$ cat src/rtl/candy_pkg.sv
// Shared definitions for the candy dispense command intake.
// Contents: FSM state encoding, amount codes, default timing constants,
// and a small helper that classifies an amount code.
package candy_pkg;

    // Intake FSM states
    typedef enum logic [1:0] {
        IDLE  = 2'd0,
        ISSUE = 2'd1,
        WAIT  = 2'd2,
        ACK   = 2'd3
    } state_e;

    // Pi amount codes
    localparam logic [1:0] AMT_1   = 2'b00;
    localparam logic [1:0] AMT_2   = 2'b01;
    localparam logic [1:0] AMT_3   = 2'b10;
    localparam logic [1:0] AMT_BAD = 2'b11;

    // Default timing at 12 MHz: 1 ms debounce, 8 s dispense timeout
    localparam int DEBOUNCE_CYC_DEF = 12000;
    localparam int TIMEOUT_CYC_DEF  = 96000000;
    localparam int CNT_W_DEF        = 27;

    // Debounce counter width (holds DEBOUNCE_CYC up to 16383)
    localparam int DB_CNT_W = 14;

    // True when the amount code is the reserved value
    function automatic logic amt_is_bad(input logic [1:0] amt);
        return (amt == AMT_BAD);
    endfunction

endpackage

$ cat src/rtl/candy_cmd_intake_if.sv
// Command bus between the intake (master) and the dispenser (slave).
// Signals:
//   cmd_valid  master->slave  command valid
//   cmd_amount master->slave  amount code, stable while cmd_valid=1
//   cmd_ready  slave->master  command accepted when cmd_valid&cmd_ready
//   disp_done  slave->master  one-cycle pulse, dispense finished
interface candy_cmd_intake_if;
    logic       cmd_valid;
    logic [1:0] cmd_amount;
    logic       cmd_ready;
    logic       disp_done;

    modport master (output cmd_valid, output cmd_amount, input cmd_ready, input disp_done);
    modport slave  (input cmd_valid, input cmd_amount, output cmd_ready, output disp_done);
endinterface

$ cat src/rtl/gpio_debounce.sv
// Two-flop synchroniser followed by a debouncer for one asynchronous line.
// The debounced output follows the synchronised input only after the two
// have disagreed for DEBOUNCE_CYC consecutive cycles; any agreement restarts
// the count. Pin-to-output latency is DEBOUNCE_CYC+2 cycles.
// Ports:
//   clk   in  system clock
//   rst   in  synchronous active-high reset
//   din   in  asynchronous raw line
//   dout  out debounced level
module gpio_debounce
    import candy_pkg::*;
#(
    parameter int DEBOUNCE_CYC = DEBOUNCE_CYC_DEF
) (
    input  logic clk,
    input  logic rst,
    input  logic din,
    output logic dout
);

    localparam logic [DB_CNT_W-1:0] DB_LAST = DB_CNT_W'(DEBOUNCE_CYC - 1);
    localparam logic [DB_CNT_W-1:0] DB_ZERO = {DB_CNT_W{1'b0}};
    localparam logic [DB_CNT_W-1:0] DB_ONE  = {{(DB_CNT_W-1){1'b0}}, 1'b1};

    logic                meta_r;
    logic                sync_r;
    logic                db_r;
    logic [DB_CNT_W-1:0] cnt_r;

    // Synchroniser chain and stability counter; >= keeps the count from wrapping
    always_ff @(posedge clk) begin
        if (rst) begin
            meta_r <= 1'b0;
            sync_r <= 1'b0;
            db_r   <= 1'b0;
            cnt_r  <= DB_ZERO;
        end else begin
            meta_r <= din;
            sync_r <= meta_r;
            if (sync_r == db_r) begin
                cnt_r <= DB_ZERO;
            end else if (cnt_r >= DB_LAST) begin
                db_r  <= sync_r;
                cnt_r <= DB_ZERO;
            end else begin
                cnt_r <= cnt_r + DB_ONE;
            end
        end
    end

    assign dout = db_r;

endmodule

$ cat src/rtl/candy_cmd_intake.sv
// Front end of the candy dispense controller.
// Debounces the Pi request lines, issues one valid/ready command per debounced
// rising edge of candyflag, waits for disp_done (or a timeout), then holds the
// handshake line to the Pi until the flag is debounced low.
// Ports:
//   clk_x1          in   12 MHz system clock
//   rst             in   synchronous active-high reset
//   candyflag_in    in   async Pi request line
//   stateamount_in  in   async Pi amount code (11 reserved)
//   cmd_bus         master modport: cmd_valid/cmd_amount out, cmd_ready/disp_done in
//   handshake       out  request serviced, held until flag debounced low
//   err_timeout     out  sticky, cleared on next accepted request
//   err_badcode     out  sticky, cleared on next accepted request
module candy_cmd_intake
    import candy_pkg::*;
#(
    parameter int DEBOUNCE_CYC = DEBOUNCE_CYC_DEF,
    parameter int TIMEOUT_CYC  = TIMEOUT_CYC_DEF,
    parameter int CNT_W        = CNT_W_DEF
) (
    input  logic                 clk_x1,
    input  logic                 rst,
    input  logic                 candyflag_in,
    input  logic [1:0]           stateamount_in,
    candy_cmd_intake_if.master   cmd_bus,
    output logic                 handshake,
    output logic                 err_timeout,
    output logic                 err_badcode
);

    localparam logic [CNT_W-1:0] CNT_ZERO = {CNT_W{1'b0}};
    localparam logic [CNT_W-1:0] CNT_ONE  = {{(CNT_W-1){1'b0}}, 1'b1};
    localparam logic [CNT_W-1:0] CNT_MAX  = {CNT_W{1'b1}};
    localparam logic [CNT_W-1:0] TO_LAST  = CNT_W'(TIMEOUT_CYC - 1);
    // A pin held high through reset reaches the debounced flag after
    // DEBOUNCE_CYC+2 cycles; the flag must stay low beyond that to arm.
    localparam logic [CNT_W-1:0] ARM_CYC  = CNT_W'(DEBOUNCE_CYC + 4);

    logic       flag_db_s;
    logic [1:0] amt_db_s;
    logic       flag_rise_s;

    state_e     state_r, state_nxt;
    logic [CNT_W-1:0] cnt_r, cnt_nxt;
    logic [1:0] amt_r, amt_nxt;
    logic       flag_prev_r;
    logic       armed_r, armed_nxt;
    logic       cmd_valid_r, cmd_valid_nxt;
    logic [1:0] cmd_amount_r, cmd_amount_nxt;
    logic       hs_r, hs_nxt;
    logic       err_to_r, err_to_nxt;
    logic       err_bad_r, err_bad_nxt;

    gpio_debounce #(.DEBOUNCE_CYC(DEBOUNCE_CYC)) u_db_flag (
        .clk (clk_x1), .rst (rst), .din (candyflag_in), .dout (flag_db_s)
    );
    gpio_debounce #(.DEBOUNCE_CYC(DEBOUNCE_CYC)) u_db_amt0 (
        .clk (clk_x1), .rst (rst), .din (stateamount_in[0]), .dout (amt_db_s[0])
    );
    gpio_debounce #(.DEBOUNCE_CYC(DEBOUNCE_CYC)) u_db_amt1 (
        .clk (clk_x1), .rst (rst), .din (stateamount_in[1]), .dout (amt_db_s[1])
    );

    assign flag_rise_s = flag_db_s & ~flag_prev_r;

    // State, counter, capture and registered outputs
    always_ff @(posedge clk_x1) begin
        if (rst) begin
            state_r      <= IDLE;
            cnt_r        <= CNT_ZERO;
            amt_r        <= 2'b00;
            flag_prev_r  <= 1'b0;
            armed_r      <= 1'b0;
            cmd_valid_r  <= 1'b0;
            cmd_amount_r <= 2'b00;
            hs_r         <= 1'b0;
            err_to_r     <= 1'b0;
            err_bad_r    <= 1'b0;
        end else begin
            state_r      <= state_nxt;
            cnt_r        <= cnt_nxt;
            amt_r        <= amt_nxt;
            flag_prev_r  <= flag_db_s;
            armed_r      <= armed_nxt;
            cmd_valid_r  <= cmd_valid_nxt;
            cmd_amount_r <= cmd_amount_nxt;
            hs_r         <= hs_nxt;
            err_to_r     <= err_to_nxt;
            err_bad_r    <= err_bad_nxt;
        end
    end

    // Next-state and next-output logic
    always_comb begin
        state_nxt     = state_r;
        cnt_nxt       = cnt_r;
        amt_nxt       = amt_r;
        armed_nxt     = armed_r;
        cmd_valid_nxt = 1'b0;
        hs_nxt        = 1'b0;
        err_to_nxt    = err_to_r;
        err_bad_nxt   = err_bad_r;

        case (state_r)
            IDLE: begin
                if (!armed_r) begin
                    // Counter measures how long the flag has been low since reset
                    if (flag_db_s) begin
                        cnt_nxt = CNT_ZERO;
                    end else if (cnt_r >= ARM_CYC) begin
                        armed_nxt = 1'b1;
                    end else begin
                        cnt_nxt = cnt_r + CNT_ONE;
                    end
                end else if (flag_rise_s) begin
                    amt_nxt = amt_db_s;
                    if (amt_is_bad(amt_db_s)) begin
                        err_bad_nxt = 1'b1;
                        hs_nxt      = 1'b1;
                        state_nxt   = ACK;
                    end else begin
                        err_bad_nxt   = 1'b0;
                        err_to_nxt    = 1'b0;
                        cmd_valid_nxt = 1'b1;
                        state_nxt     = ISSUE;
                    end
                end else begin
                    state_nxt = IDLE;
                end
            end
            ISSUE: begin
                // Flag changes are ignored here: an issued command is never aborted
                if (cmd_valid_r && cmd_bus.cmd_ready) begin
                    cnt_nxt   = CNT_ZERO;
                    state_nxt = WAIT;
                end else begin
                    cmd_valid_nxt = 1'b1;
                end
            end
            WAIT: begin
                // disp_done is checked first so a collision with timeout is not an error
                if (cmd_bus.disp_done) begin
                    hs_nxt    = 1'b1;
                    state_nxt = ACK;
                end else if (cnt_r == TO_LAST) begin
                    err_to_nxt = 1'b1;
                    hs_nxt     = 1'b1;
                    state_nxt  = ACK;
                end else if (cnt_r != CNT_MAX) begin
                    cnt_nxt = cnt_r + CNT_ONE;
                end else begin
                    cnt_nxt = cnt_r;
                end
            end
            ACK: begin
                if (flag_db_s) begin
                    hs_nxt = 1'b1;
                end else begin
                    state_nxt = IDLE;
                end
            end
            default: begin
                state_nxt = IDLE;
            end
        endcase

        cmd_amount_nxt = cmd_valid_nxt ? amt_nxt : 2'b00;
    end

    assign cmd_bus.cmd_valid  = cmd_valid_r;
    assign cmd_bus.cmd_amount = cmd_amount_r;
    assign handshake          = hs_r;
    assign err_timeout        = err_to_r;
    assign err_badcode        = err_bad_r;

endmodule

$ cat src/flat_wrapper.sv
// flat-port wrapper written by rule: the top's interface ports become plain ports
module candy_cmd_intake_flat import candy_pkg::*;
#(
    parameter int DEBOUNCE_CYC = DEBOUNCE_CYC_DEF,
    parameter int TIMEOUT_CYC  = TIMEOUT_CYC_DEF,
    parameter int CNT_W        = CNT_W_DEF
)
  (clk_x1, rst, candyflag_in, stateamount_in, handshake, err_timeout, err_badcode, cmd_bus_cmd_valid, cmd_bus_cmd_amount, cmd_bus_cmd_ready, cmd_bus_disp_done);
  candy_cmd_intake_if cmd_bus_i ();
  input  logic clk_x1;
  input  logic rst;
  input  logic candyflag_in;
  input  logic [1:0] stateamount_in;
  output logic handshake;
  output logic err_timeout;
  output logic err_badcode;
  output wire logic [$bits(cmd_bus_i.cmd_valid)-1:0] cmd_bus_cmd_valid;
  output wire logic [$bits(cmd_bus_i.cmd_amount)-1:0] cmd_bus_cmd_amount;
  input wire logic [$bits(cmd_bus_i.cmd_ready)-1:0] cmd_bus_cmd_ready;
  input wire logic [$bits(cmd_bus_i.disp_done)-1:0] cmd_bus_disp_done;
  assign cmd_bus_cmd_valid = cmd_bus_i.cmd_valid;
  assign cmd_bus_cmd_amount = cmd_bus_i.cmd_amount;
  assign cmd_bus_i.cmd_ready = cmd_bus_cmd_ready;
  assign cmd_bus_i.disp_done = cmd_bus_disp_done;
  candy_cmd_intake #(.DEBOUNCE_CYC(DEBOUNCE_CYC), .TIMEOUT_CYC(TIMEOUT_CYC), .CNT_W(CNT_W)) u_core (.clk_x1(clk_x1), .rst(rst), .candyflag_in(candyflag_in), .stateamount_in(stateamount_in), .cmd_bus(cmd_bus_i), .handshake(handshake), .err_timeout(err_timeout), .err_badcode(err_badcode));
endmodule
$ cat config.mk
export PLATFORM = sky130hd
export DESIGN_NAME = candy_cmd_intake_flat
export DESIGN_NICKNAME = d
export VERILOG_FILES = /design/src/rtl/candy_pkg.sv /design/src/rtl/candy_cmd_intake_if.sv /design/src/rtl/gpio_debounce.sv /design/src/rtl/candy_cmd_intake.sv /design/src/flat_wrapper.sv
export SDC_FILE = /design/constraint.sdc
export NUM_CORES = 1
export LEC_CHECK = 0
export ABC_CLOCK_PERIOD_IN_PS = 5300
export BUFFER_PORTS_ARGS = -buffer_cell sky130_fd_sc_hd__buf_2
export CAP_MARGIN = 20
export CORE_MARGIN = 2
export CORE_UTILIZATION = 25
export DETAILED_ROUTE_END_ITERATION = 16
export GPL_TIMING_DRIVEN = 0
export MAX_ROUTING_LAYER = met4
export PLACE_DENSITY = 0.39
export SYNTH_ARGS = -nofsm -noshare
export SYNTH_HDL_FRONTEND = slang
export SYNTH_SLANG_ARGS = --single-unit
$ cat constraint.sdc
create_clock -name clk_x1 -period 5.3 [get_ports clk_x1]
set_input_delay 0 -clock clk_x1 [delete_from_list [all_inputs] [get_ports clk_x1]]
set_output_delay 0 -clock clk_x1 [all_outputs]
set_load 0.005 [all_outputs]
Word level (Yosys, flattened, before mapping) --
Index checks and enable logic that the tools add are counted.
Word-level totals: flip-flop bits (word level) 90
Operators by class: reductions and logical operators 15, $lt $le $gt $ge 4, eq/ne operators 21, mux-type cells 40, bitwise operators 6, $add $sub $neg 4
Operators with widths (count):
- two-way mux 27 bit | 7
- one-hot mux 27 bit (3 select lines) | 1
- adder 14 x 1 -> 14 bit (second input constant) | 3
- greater-or-equal comparator 14 bit (second input constant) | 3
- adder 27 x 1 -> 27 bit (second input constant) | 1
- equality test 27 bit (second input constant) | 1
- greater-or-equal comparator 27 x 14 -> 1 bit (second input constant) | 1
- != test 27 bit (second input constant) | 1
- two-way mux 2 bit | 10
- two-way mux 1 bit | 18
- != test 2 x 1 -> 1 bit (second input constant) | 5
- != test 2 bit (second input constant) | 5
- OR reduction 3 bit | 3
- one-hot mux 2 bit (4 select lines) | 1
- AND reduction 7 bit | 1
- equality test 2 bit (second input constant) | 3
- AND reduction 2 bit | 3
- AND reduction 6 bit | 1
- inverter 1 bit | 5
- one-hot mux 1 bit (2 select lines) | 2
- AND reduction 4 bit | 1
- equality test 1 bit | 3
- != test 3 x 2 -> 1 bit (second input constant) | 1
- != test 3 bit (second input constant) | 1
- 9 further kinds | 9

Longest topological paths before layout --
word-level depth 7, depth in mapped cells 10

Modules after synthesis --
Synthesis repeated with hierarchy kept, for this count alone.
Second synthesis, totals: cells, all modules 537, area, all modules 4533.1 um^2
Modules (own cells, without submodules):
- candy_cmd_intake | instances 1, cells an instance 302, area each 2396.0 um^2, seq. area each 780.7 um^2
- gpio_debounce (u_core.u_db_amt0 ...) | instances 2, cells an instance 78, area each 700.7 um^2, seq. area each 340.3 um^2
- gpio_debounce (u_core.u_db_flag) | instances 1, cells an instance 79, area each 735.7 um^2, seq. area each 340.3 um^2

Worst setup path before layout --
OpenSTA, ideal clock, no wires.
path type register to register, from reg u_core.cnt_r[18], to reg u_core.cnt_r[25], data arrival time 2168 ps, period minus slack after synthesis 2256 ps, path buffers 2, data required time 5212 ps, setup slack 3044 ps, stages on the path, launching flop included 9, cells stage by stage dfxtp_1 -> or4_1 -> or4_1 -> o41a_1 -> buf_6 -> nand2_8 -> buf_12 -> a211oi_2 -> o32ai_2
On the way: cells in the longest elaborated chain, start to end 5
RTL lines:
- start, declared | line candy_cmd_intake.sv:44 | logic [CNT_W-1:0] cnt_r, cnt_nxt;
- start signal, assigned | line candy_cmd_intake.sv:81 | cnt_r <= cnt_nxt;
- adder 27 x 1 -> 27 bit | line candy_cmd_intake.sv:113, candy_cmd_intake.sv:150
- two-way mux 27 bit (on tied branches) | line candy_cmd_intake.sv:149, candy_cmd_intake.sv:110
- two-way mux 27 bit (on tied branches) | line candy_cmd_intake.sv:145, candy_cmd_intake.sv:108
- two-way mux 27 bit (on tied branches) | line candy_cmd_intake.sv:142, candy_cmd_intake.sv:106
- one-hot mux 27 bit (3 select lines) | line candy_cmd_intake.sv:104 | case (state_r)
Parallel ways exist; a longest one is shown, timed or not. The select of a mux whose other input is x is not followed. A chain may end at the register's enable or synchronous reset.

Final worst setup path --
from reg u_core.state_r[1], to reg u_core.cnt_r[11]
On the way: cells in the longest elaborated chain, start to end 3
RTL lines:
- start, declared | line candy_cmd_intake.sv:43 | state_e state_r, state_nxt;
- start signal, assigned | line candy_cmd_intake.sv:80 | state_r <= state_nxt;
- equality test 2 bit, or another cell as far along | line candy_cmd_intake.sv:104
- != test 2 bit (no line), or another cell as far along
- AND reduction 7 bit (no line)
Parallel ways exist; a longest one is shown, timed or not.

==> results by group <==
Status
  • Status: finished clean

GRT
  • Largest net degree at the start of global routing: 16
  • Vias in the first global route: 3,736
  • Overflow after GRT: 0
  • GRT Util Overall: 13.2%
  • First-pass GRT wire length: 19,900 um
  • Initial antenna violation count: 0

Die
  • I/O Pins: 13
  • Row cnt: 49
  • Core area: 17,800 um^2
  • Die footprint: 19,100 um^2
  • Initial cell density of the core: 25.3%
  • Die span in y: 138 um
  • DIE WIDTH: 138 um

Yosys
  • Post-synthesis sequential area ratio: 39.9%
  • Main combinational cell family by area after synthesis: simple AND/OR/NAND/NOR gates
  • Synth Area in Adders: 3.33%
  • Top_reg_cell synth: dfxtp_1
  • Post-synthesis xor/xnor area fraction: 7.18%
  • Async set or reset register ratio after synthesis: 0%
  • Synthesized cell area: 4510 um^2
  • Post-Syn Nets: 531
  • Multiplexer share of the synthesized area: 1.33%
  • Post-synth EDFFs: 0
  • Mean post-synth cell area: 8.81 um^2
  • Synth Area in Simple Gates: 25.9%
  • Syn. warnings: 0
  • Mapped Cells: 512
  • Complex-gate fraction of the synthesized area: 15.8%
  • Synth unique cells: 62
  • Post-synthesis register bit count: 90

Worst setup path
  • CP max FO: 10
  • Setup Crit Path Kind: reg -> reg
  • Crit path launch type: flip-flop
  • Crit path DAT: 3030 ps
  • Slowest CP cell: a21oi_1
  • CP Cell Sequence: inv_1, ha_1, nor2_1, a21oi_1, clkbuf_1, nor2_1, o311ai_0, o21ai_0
  • Critical Path Max Stage Delay: 630 ps
  • Most used cell, CP: nor2_1
  • Data required time of the critical path: 5510 ps
  • CP Capture Type: flip-flop

Drt
  • Final WL: 11,900 um
  • Highest routed metal layer: met4
  • Wl on met1: 5770 um
  • Met3 routed WL: 430 um
  • Metal2 WL: 5340 um
  • Routed WL per cell: 15.5 um
  • Drt initial violations: 183
  • DR vias/cell: 4.99
  • Post-route ant nets: 0
  • Via count: 3,840
  • Drt drc: 0
  • Drt pass-1 iters: 5

Final layout
  • Final core occ: 28.9%
  • Layout cells sized above 1: 9.43%
  • Final #Nets: 556
  • Ant diodes: 0
  • Area of the multi-input gates: 2410 um^2
  • Register area: 1800 um^2
  • Filler cell count: 1,889
  • Layout area overhead: 14.4%

STA
  • Slew Limit Headroom: 42.8%
  • Setup tns final: 0 ps
  • Final setup vio count: 0
  • Fmax: 356 MHz
  • Fin Hold WS: 91.3 ps
  • Final Hold Vio Count: 0
  • Tmin final: 2810 ps
  • Period Utilization, post-route: 53.1%
  • Fin. max-slew vios: 0
  • RSZ-0062 raised after global routing: false
  • Least-Margin Pin Slew: 850 ps
  • Clock skew: 12.0 ps
  • Min setup slack post-route: 2490 ps

Pwr
  • VDD IR max: 0.203 mV
  • Pleak: 1.66 nW
  • Power, Total: 2.02 mW
  • P per Cell Area: 391 nW/um^2

Clock network
  • Bufs on Longest Clock Path: 2
  • Root buf cell: clkbuf_16
  • Clk Latency, worst-skew pair: 350 ps
  • CTS-repair resized insts: 0
  • CTS tree: done
  • CTS sink count: 90
  • Clock transition at path regs: 70 ps
  • Inserted Clock Buffers: 9
  • H-Tree Depth: 3

Placed design
  • Place WS: 2490 ps
  • DP HPWL: 8430 um
  • RePlAce Congestion: 0.810
  • Port bufs: 11

Hold path
  • Worst Hold Class: in -> reg

Job
  • Max_cap viols: 0
worst paths after layout:
check                           depth (start not counted)                               start                                  to  slack, ps
worst min register to register                          1  u_core.u_db_amt0.meta_r$_SDFF_PP0_  u_core.u_db_amt0.sync_r$_SDFF_PP0_        430
worst max register to register                          8      u_core.state_r[1]$_SDFFE_PP0P_       u_core.cnt_r[11]$_SDFFE_PP0P_       2490
worst min-delay path                                    4                   cmd_bus_disp_done     u_core.err_timeout$_SDFFE_PP0P_         90
worst max-delay path                                    8      u_core.state_r[1]$_SDFFE_PP0P_       u_core.cnt_r[11]$_SDFFE_PP0P_       2490
placed cells by master (no fill, tap or decap), types with 8 or more instances in the layout:
| cell | netlist | routed |
|---|---|---|
| nor2_1 | 69 | 69 |
| and3_1 | 8 | 8 |
| xor2_1 | 17 | 17 |
| buf_2 | 2 | 13 |
| a21oi_1 | 13 | 13 |
| nand2_1 | 26 | 26 |
| nand3_1 | 29 | 29 |
| o21ai_0 | 9 | 9 |
| or3_1 | 8 | 8 |
| clkbuf_16 | 0 | 9 |
| o311ai_0 | 15 | 15 |
| or4_1 | 8 | 8 |
| inv_1 | 25 | 25 |
| nor2b_1 | 12 | 12 |
| clkbuf_1 | 15 | 15 |
| a31oi_1 | 8 | 8 |
| dfxtp_1 | 90 | 90 |
| nor3_1 | 10 | 10 |
| o41ai_1 | 9 | 9 |
| xnor2_1 | 20 | 20 |
| ha_1 | 12 | 12 |
| nand4_1 | 16 | 16 |
power by group:
group | internal, mW | switching [mW] | total [mW]
clock network | 0.331 | 0.276 | 0.607
logic | 0.249 | 0.445 | 0.694
registers | 0.696 | 0.0204 | 0.717
synth_stat cells (13+ instances only):
| cell | instances | area [um^2] |
|---|---|---|
| nand4_1 | 16 | 100 |
| a21oi_1 | 13 | 65.1 |
| inv_1 | 25 | 93.8 |
| xor2_1 | 17 | 149 |
| o311ai_0 | 15 | 131 |
| xnor2_1 | 20 | 175 |
| nor2_1 | 69 | 259 |
| nand3_1 | 29 | 145 |
| clkbuf_1 | 15 | 56.3 |
| nand2_1 | 26 | 97.6 |
| dfxtp_1 | 90 | 1800 |
area by class of cell:
class / instances / area share [%]
tap: 229 / 5.55
buffer: 27 / 3.90
inverter: 25 / 1.82
sequential: 90 / 34.9
clock inverter: 5 / 0.752
clock buffer: 10 / 4.63
multi-input combinational: 370 / 46.8
timing repair buffer: 14 / 1.65
stage by stage:
stage,cell area [um^2],instances
floorplan,4510,512
detailed placement,4850,752
CTS,5160,770
global placement,4850,752
finish,5160,770
global route,5160,770
cell families after synthesis:
group | count (synthesis)
AO/OA/AOI/OAI | 95
AND/OR/NAND/NOR | 220
XOR/XNOR | 37
multiplexers | 6
flip-flops | 90
buffers and inverters | 52
adder cells (fa/ha/maj) | 12
registers in the layout, summed over array words and instances (netlist names), 2 cells and up:
name / cells
u_core.cnt_r: 27
u_core.u_db_amt0.cnt_r: 14
u_core.u_db_amt1.cnt_r: 14
u_core.u_db_flag.cnt_r: 14
u_core.amt_r: 2
u_core.cmd_bus.cmd_amount: 2
u_core.state_r: 2
routing by layer:
layer,global-route usage (%),vias up
met5,-,-
met4,7.09,0
met3,2.36,24
met2,19.5,83
met1,17.3,1812
li1,-,1921
worst max-delay path, delay by kind of cell, from the launching register on:
family	cells	cell delay, ps
adders and majority gates	1	360
buffers and inverters	2	660
AOI/OAI and AO/OA	3	1080
DFF	1	410
and+or+nand+nor	2	180
what timing repair did:
action,in CTS,in global routing
hold endpoints to repair,3,0
hold buffers,3,0
setup endpoints to repair,0,0
setup buffers,0,0
Note: power is estimated with default switching activity, not from simulation.
